===== config.mk =====
export PLATFORM = sky130hd
export DESIGN_NAME = ldd_arb_decoder
export DESIGN_NICKNAME = d
export VERILOG_FILES = /design/src/rtl/ldd_arb_decoder.sv
export SDC_FILE = /design/constraint.sdc
export NUM_CORES = 1
export LEC_CHECK = 0
export ABC_AREA = 1
export BUFFER_PORTS_ARGS = -buffer_cell sky130_fd_sc_hd__buf_2
export CAP_MARGIN = 20
export CORE_MARGIN = 8
export CORE_UTILIZATION = 47
export CTS_CLUSTER_SIZE = 30
export DETAILED_ROUTE_END_ITERATION = 10
export GPL_TIMING_DRIVEN = 0
export PLACE_DENSITY = 0.75
export SLEW_MARGIN = 5
export SYNTH_ARGS = -nofsm -noshare
export SYNTH_HDL_FRONTEND = slang
export SYNTH_SLANG_ARGS = --single-unit

===== constraint.sdc =====
create_clock -name clk -period 3.2 [get_ports clk]
set_input_delay 0.16 -clock clk [delete_from_list [all_inputs] [get_ports clk]]
set_output_delay 0.16 -clock clk [all_outputs]
set_load 0.05 [all_outputs]

===== src/rtl/ldd_arb_decoder.sv =====
// rtl/ldd_arb_decoder.sv - registered opcode decoder with fixed/round-robin request arbitration and grant hold
module ldd_arb_decoder #(
    parameter int N_REQ    = 4,
    parameter int OP_W     = 3,
    parameter int HOLD_CYC = 2,
    parameter int RR_MODE  = 0,
    localparam int NCLS    = 1 << OP_W,
    localparam int GW      = (N_REQ > 2) ? $clog2(N_REQ) : 1
) (
    input  logic             clk,
    input  logic             rst_n,
    input  logic             in_valid,
    output logic             in_ready,
    input  logic [OP_W-1:0]  in_op,
    input  logic             in_en,
    input  logic             in_inhibit,
    input  logic [N_REQ-1:0] req,
    output logic             out_valid,
    input  logic             out_ready,
    output logic [NCLS-1:0]  out_cls,
    output logic [N_REQ-1:0] out_grant,
    output logic [GW-1:0]    out_gidx,
    output logic             out_none,
    output logic             out_inhib,
    output logic             busy
);

    typedef enum logic [1:0] {S_IDLE, S_ARB, S_HOLD, S_OUT} state_t;

    state_t           state_q, state_d;
    logic [NCLS-1:0]  cls_q, cls_d;
    logic [N_REQ-1:0] grant_q, grant_d;
    logic [GW-1:0]    gidx_q, gidx_d;
    logic [GW-1:0]    ptr_q, ptr_d;
    logic             none_q, none_d;
    logic             inhib_q, inhib_d;
    logic [7:0]       cnt_q, cnt_d;

    logic             win_found;
    logic [GW-1:0]    win_idx;

    // Search starts at the RR pointer in round-robin mode, at index 0 otherwise.
    always_comb begin
        int j;
        j         = 0;
        win_found = 1'b0;
        win_idx   = '0;
        for (int i = 0; i < N_REQ; i++) begin
            j = (RR_MODE != 0) ? ((int'(ptr_q) + i) % N_REQ) : i;
            if (!win_found && req[j]) begin
                win_found = 1'b1;
                win_idx   = j[GW-1:0];
            end
        end
    end

    always_comb begin
        state_d = state_q;
        cls_d   = cls_q;
        grant_d = grant_q;
        gidx_d  = gidx_q;
        ptr_d   = ptr_q;
        none_d  = none_q;
        inhib_d = inhib_q;
        cnt_d   = cnt_q;
        case (state_q)
            S_IDLE: begin
                if (in_valid) begin
                    cls_d   = in_en ? (NCLS'(1) << in_op) : '0;
                    inhib_d = (in_op == '0) && in_inhibit && in_en;
                    grant_d = '0;
                    gidx_d  = '0;
                    none_d  = 1'b0;
                    if ((in_op == '0) && in_en && !in_inhibit) begin
                        state_d = S_ARB;
                    end else begin
                        state_d = S_OUT;
                    end
                end
            end
            S_ARB: begin
                if (!win_found) begin
                    none_d  = 1'b1;
                    state_d = S_OUT;
                end else begin
                    grant_d = N_REQ'(1) << win_idx;
                    gidx_d  = win_idx;
                    if (RR_MODE != 0) begin
                        ptr_d = (win_idx == GW'(N_REQ - 1)) ? '0 : win_idx + GW'(1);
                    end
                    if (HOLD_CYC > 0) begin
                        state_d = S_HOLD;
                        cnt_d   = 8'd1;
                    end else begin
                        state_d = S_OUT;
                    end
                end
            end
            S_HOLD: begin
                // Only the winning line can end the hold early; other lines are ignored.
                if ((cnt_q == 8'(HOLD_CYC)) || !(|(req & grant_q))) begin
                    state_d = S_OUT;
                    cnt_d   = 8'd0;
                end else begin
                    cnt_d = cnt_q + 8'd1;
                end
            end
            S_OUT: begin
                if (out_ready) begin
                    state_d = S_IDLE;
                    cls_d   = '0;
                    grant_d = '0;
                    gidx_d  = '0;
                    none_d  = 1'b0;
                    inhib_d = 1'b0;
                end
            end
            default: state_d = S_IDLE;
        endcase
    end

    always_ff @(posedge clk or negedge rst_n) begin
        if (!rst_n) begin
            state_q <= S_IDLE;
            cls_q   <= '0;
            grant_q <= '0;
            gidx_q  <= '0;
            ptr_q   <= '0;
            none_q  <= 1'b0;
            inhib_q <= 1'b0;
            cnt_q   <= 8'd0;
        end else begin
            state_q <= state_d;
            cls_q   <= cls_d;
            grant_q <= grant_d;
            gidx_q  <= gidx_d;
            ptr_q   <= ptr_d;
            none_q  <= none_d;
            inhib_q <= inhib_d;
            cnt_q   <= cnt_d;
        end
    end

    assign in_ready  = (state_q == S_IDLE);
    assign out_valid = (state_q == S_OUT);
    assign busy      = (state_q == S_ARB) || (state_q == S_HOLD);
    assign out_cls   = cls_q;
    assign out_grant = grant_q;
    assign out_gidx  = gidx_q;
    assign out_none  = none_q;
    assign out_inhib = inhib_q;

endmodule

**Yosys cells after proc, flatten, opt, wreduce, memory -nomap -nowiden**

Index checks and enable logic that the tools add are counted.

- Output and inout bits: 19
- Register bits after elaboration: 26

- Eq/ne operators: 9
- Multiplexer cells: 33
- Bitwise operators: 1
- Add/subtract/negate cells: 1
- Reductions and logical operators: 25
- Shift operators: 2

Operator list:

| kind | number |
|---|---|
| 2-to-1 mux 8 bit | 5 |
| case mux 8 bit (2 select lines) | 2 |
| 2-to-1 mux 2 bit | 8 |
| 2-to-1 mux 4 bit | 3 |
| case mux 4 bit (3 select lines) | 1 |
| 2-to-1 mux 1 bit | 10 |
| adder 8 x 1 -> 8 bit (second input constant) | 1 |
| equality test 8 x 2 -> 1 bit (second input constant) | 1 |
| inequality test 2 bit (second input constant) | 4 |
| case mux 2 bit (4 select lines) | 1 |
| AND reduction 4 bit | 2 |
| left shift 1 x 3 -> 8 bit (first input constant) | 1 |
| logical AND 1 bit | 7 |
| case mux 2 bit (3 select lines) | 1 |
| AND reduction 3 bit | 2 |
| logical NOT 1 bit | 5 |
| AND 4 bit | 1 |
| equality test 2 bit (second input constant) | 2 |
| nonzero test 2 bit | 2 |
| OR reduction 4 bit | 1 |
| left shift 1 x 2 -> 4 bit (first input constant) | 1 |
| logical NOT 3 bit | 1 |
| case mux 1 bit (3 select lines) | 1 |
| nonzero test 3 bit | 1 |
| 6 further kinds | 7 |

**Logic depth before layout (Yosys ltp)**

- Word-level depth: 13
- Gate-level depth with buffers: 9
- Depth with buffers taken out: 9

**Worst setup path before layout**

Ideal clock, no wire load.

- Path type: register -> register
- From: register state_q[0]
- To: register gidx_q[0], in the netlist out_gidx[0]
- Path slack: 1.471 ns
- Path buffers: 0
- Clock period less this slack: 1.729 ns
- Data required time: 3.074 ns
- Stages on the path, launching flop included: 10
- Arrival time: 1.603 ns
- Cell sequence: dfrtp_1 > inv_1 > ha_1 > nand2_1 > nand2_2 > inv_2 > nand3_2 > inv_2 > nand2_1 > nand3_1

- Cells in the longest elaborated chain, start to end: 3
- Elaborated cells between the ends (all ways): 9
- Those cells by class: eq/ne: 5; mux: 1; reduce/logical: 3

RTL lines:

| what | line | source |
|---|---|---|
| start, declared | 30 | `state_t state_q, state_d;` |
| start signal, assigned | 133 | `state_q <= state_d;` |
| logical NOT 2 bit (*) | -- |  |
| net in_ready | 13 | `output logic in_ready,` |
| inequality test 2 bit (no source line) or nonzero test 3 bit (tied branches) | -- |  |
| AND reduction 4 bit (no source line) | -- |  |
| end signal, assigned | 136 | `gidx_q <= gidx_d;` |
| end, declared | 33 | `logic [GW-1:0] gidx_q, gidx_d;` |

The timed path passes the listed nets; every way through them passes the cells marked *.
A chain may end at the register's enable or synchronous reset.

**Final worst setup path**

- From: register state_q[0]
- To: register cnt_q[7]

- Cells in the longest elaborated chain, start to end: 3
- Elaborated cells between the ends (all ways): 6
- Those cells by class: eq/ne: 3; mux: 1; reduce/logical: 2

RTL lines:

| what | line | source |
|---|---|---|
| equality test 2 x 1 -> 1 bit or equality test 2 bit (tied branches) | 66 | `case (state_q)` |
| inequality test 2 bit (no source line) or nonzero test 2 bit (tied branches) | -- |  |
| AND reduction 2 bit (no source line) | -- |  |
| end signal, assigned | 140 | `cnt_q <= cnt_d;` |
| end, declared | 37 | `logic [7:0] cnt_q, cnt_d;` |

Parallel ways exist; a longest one is shown, timed or not.

==> impl_metrics.env <==
export IMPL_setup_viol=0
export IMPL_first_iter_violations=64
export IMPL_power_leakage_nw=1.073
export IMPL_ys_warn_count=0
export IMPL_dr_wl_met2_um=1628
export IMPL_cts_tree="built"
export IMPL_grt_pass1_wl_um=5851
export IMPL_drc_errors=0
export IMPL_wl_per_cell_um=11.43
export IMPL_cts_setup_buffers=0
export IMPL_power_mw=1.659
export IMPL_outcome="finished clean"
export IMPL_crit_family="buffers and inverters"
export IMPL_grt_usage_pct=13.24
export IMPL_netlist_instances=211
export IMPL_power_density_nw_per_um2=903.3
export IMPL_nets=268
export IMPL_cts_root_buf="clkbuf_4"
export IMPL_final_layout_size_suffix_gt1_share_pct=20.24
export IMPL_port_buffers=31
export IMPL_place_area_um2=1774
export IMPL_start_util_pct=47.93
export IMPL_synth_fp_nets=231
export IMPL_hold_buffers=1
export IMPL_drv_slew=0
export IMPL_cp_start_kind="register"
export IMPL_cts_made_buffers=3
export IMPL_grt_pass1_vias=1370
export IMPL_path_buf_inv=3
export IMPL_final_cell_mix="nand2_1, buf_2, inv_1"
export IMPL_fmax_mhz=604.5
export IMPL_placementRows=21
export IMPL_fin_tns_setup_ns=0
export IMPL_drt_pass1_iter_count=4
export IMPL_grt_max_degree=27
export IMPL_cts_sinks=26
export IMPL_crit_slowest_cell="dfrtp_1"
export IMPL_top_layer="met4"
export IMPL_skew_ns=0.009562
export IMPL_yosysSeqAreaShare_pct=41.67
export IMPL_vias=1413
export IMPL_antenna_found_initial=0
export IMPL_diodes=0
export IMPL_hold_ws_ns=0.06587
export IMPL_period_needed_ns=1.654
export IMPL_fin_util_pct=56.37
export IMPL_critical_path_max_stage_delay_ns=0.45
export IMPL_die_h_um=73.64
export IMPL_crit_top_cell="nand2_1"
export IMPL_avgSynthCellArea_um2=7.400
export IMPL_hold_class="in2reg"
export IMPL_max_slew_margin_rel_pct=61.30
export IMPL_hold_viol=0
export IMPL_die_area_um2=5423
export IMPL_syn_cell_area_um2=1561
export IMPL_core_um2=3258
export IMPL_drv_cap=0
export IMPL_vias_per_cell=4.823
export IMPL_synth_cell_types=25
export IMPL_cp_max_fo=8
export IMPL_worstMarginPinSlew_ns=0.5805
export IMPL_wl_met3_um=85
export IMPL_drt_met1_wl_um=1610
export IMPL_required_ns=3.42
export IMPL_htree_levels=1
export IMPL_rsz0062_at_grt="false"
export IMPL_ctsResizeCount=0
export IMPL_layout_area_overhead_vs_synth_pct=17.63
export IMPL_io_pins=32
export IMPL_cp_end_kind="register"
export IMPL_cts_buffer_depth=2
export IMPL_gp_routability_congestion=0.8945
export IMPL_clk_pin_slew_ns=0.15
export IMPL_path_cells="inv_1 -> ha_1 -> clkbuf_1 -> inv_1 -> nand2_1 -> nand2_2 -> nand2_1 -> nand2_1"
export IMPL_ys_ff_latch=26
export IMPL_layout_commonest_cell="nand2_1"
export IMPL_worstPathArrival_ns=1.88
export IMPL_die_width_um=73.64
export IMPL_routed_wl_um=3350
export IMPL_ant_nets=0
export IMPL_clock_latency_ns=0.32
export IMPL_final_area_um2=1837
export IMPL_finalCritPeriodShare_pct=51.70
export IMPL_dp_hpwl_um=2589
export IMPL_vdd_drop_max_v=0.0006654
export IMPL_grt_overflow_total=0
export IMPL_worstSetupPathType="reg2reg"
-- area by class of cell --
type	instances	area, µm²
Clock inverter	1	30.03
Buffer	2	8.758
Tap cell	46	57.56
Inverter	30	112.6
Multi-Input combinational cell	153	789.5
Timing Repair Buffer	32	165.2
Sequential cell	26	650.6
Fill cell	348	1421
Clock buffer	3	22.52
-- cells by family after synthesis --
| kind of cell | after synthesis | share of synthesized area (%) |
|---|---|---|
| compound gates | 22 | 7.773 |
| xor+xnor | 2 | 1.122 |
| fa+ha+maj | 7 | 5.609 |
| buf+inv | 32 | 7.772 |
| flops | 26 | 41.67 |
| simple gates | 122 | 36.06 |
-- synth_stat cells (all sizes together) --
master	number	area, µm²
a21oi	2	10.01
a31oi	1	6.260
buf	1	5.000
clkbuf	1	3.750
dfrtp	26	650.6
ha	7	87.58
inv	30	112.6
nand2	68	260.3
nand3	21	122.6
nand3b	1	7.510
nand4	8	50.05
nor2	21	106.4
nor3	2	10.01
o211ai	1	12.51
o21ai	17	85.08
o31ai	1	7.510
or2	1	6.260
xor2	2	17.52
-- path summary, 6_finish.rpt --
path / to / slack (ns) / startpoint / depth (start not counted)
min reg2reg: out_gidx[0] / 0.50 / out_gidx[0] / 2
min: out_inhib / 0.07 / in_inhibit / 3
max: cnt_q[7] / 1.55 / state_q[0] / 8
max in group asynchronous: cnt_q[5] / 2.46 / rst_n / 2
max reg2reg: cnt_q[7] / 1.55 / state_q[0] / 8
min in group asynchronous: out_cls[1] / 0.35 / rst_n / 2
-- per-stage QoR --
stage / std cells / setup slack (ns)
floorplan: 211 / 1.471
global placement: 288 / 1.596
detailed placement: 288 / 1.584
CTS: 293 / 1.531
global route: 293 / 1.397
finish: 293 / 1.546
-- metal layers --
| metal | GRT usage (%) | up-vias |
|---|---|---|
| li1 | - | 741 |
| met1 | 16.18 | 645 |
| met2 | 23.52 | 23 |
| met3 | 2.183 | 4 |
| met4 | 2.661 | 0 |
| met5 | 0 | - |
-- registers in the layout (all words and copies together), names as in the netlist --
name and flops:
cnt_q 8, out_cls 8, out_grant 4, out_gidx 2, state_q 2, out_inhib 1
out_none 1
-- report_power, final --
part,internal [mW],switching (mW)
clock network,0.127,0.0985
registers,0.411,0.0626
logic,0.242,0.718
total,0.780,0.879
-- worst reg2reg max path, cell delays in order, from the launching register on --
cell and delay [ns]:
dfrtp_1 0.45, inv_1 0.14, ha_1 0.16, clkbuf_1 0.33, inv_1 0.10, nand2_1 0.11, nand2_2 0.13, nand2_1 0.09
nand2_1 0.05
No activity file was read; power rests on OpenSTA's default activity.
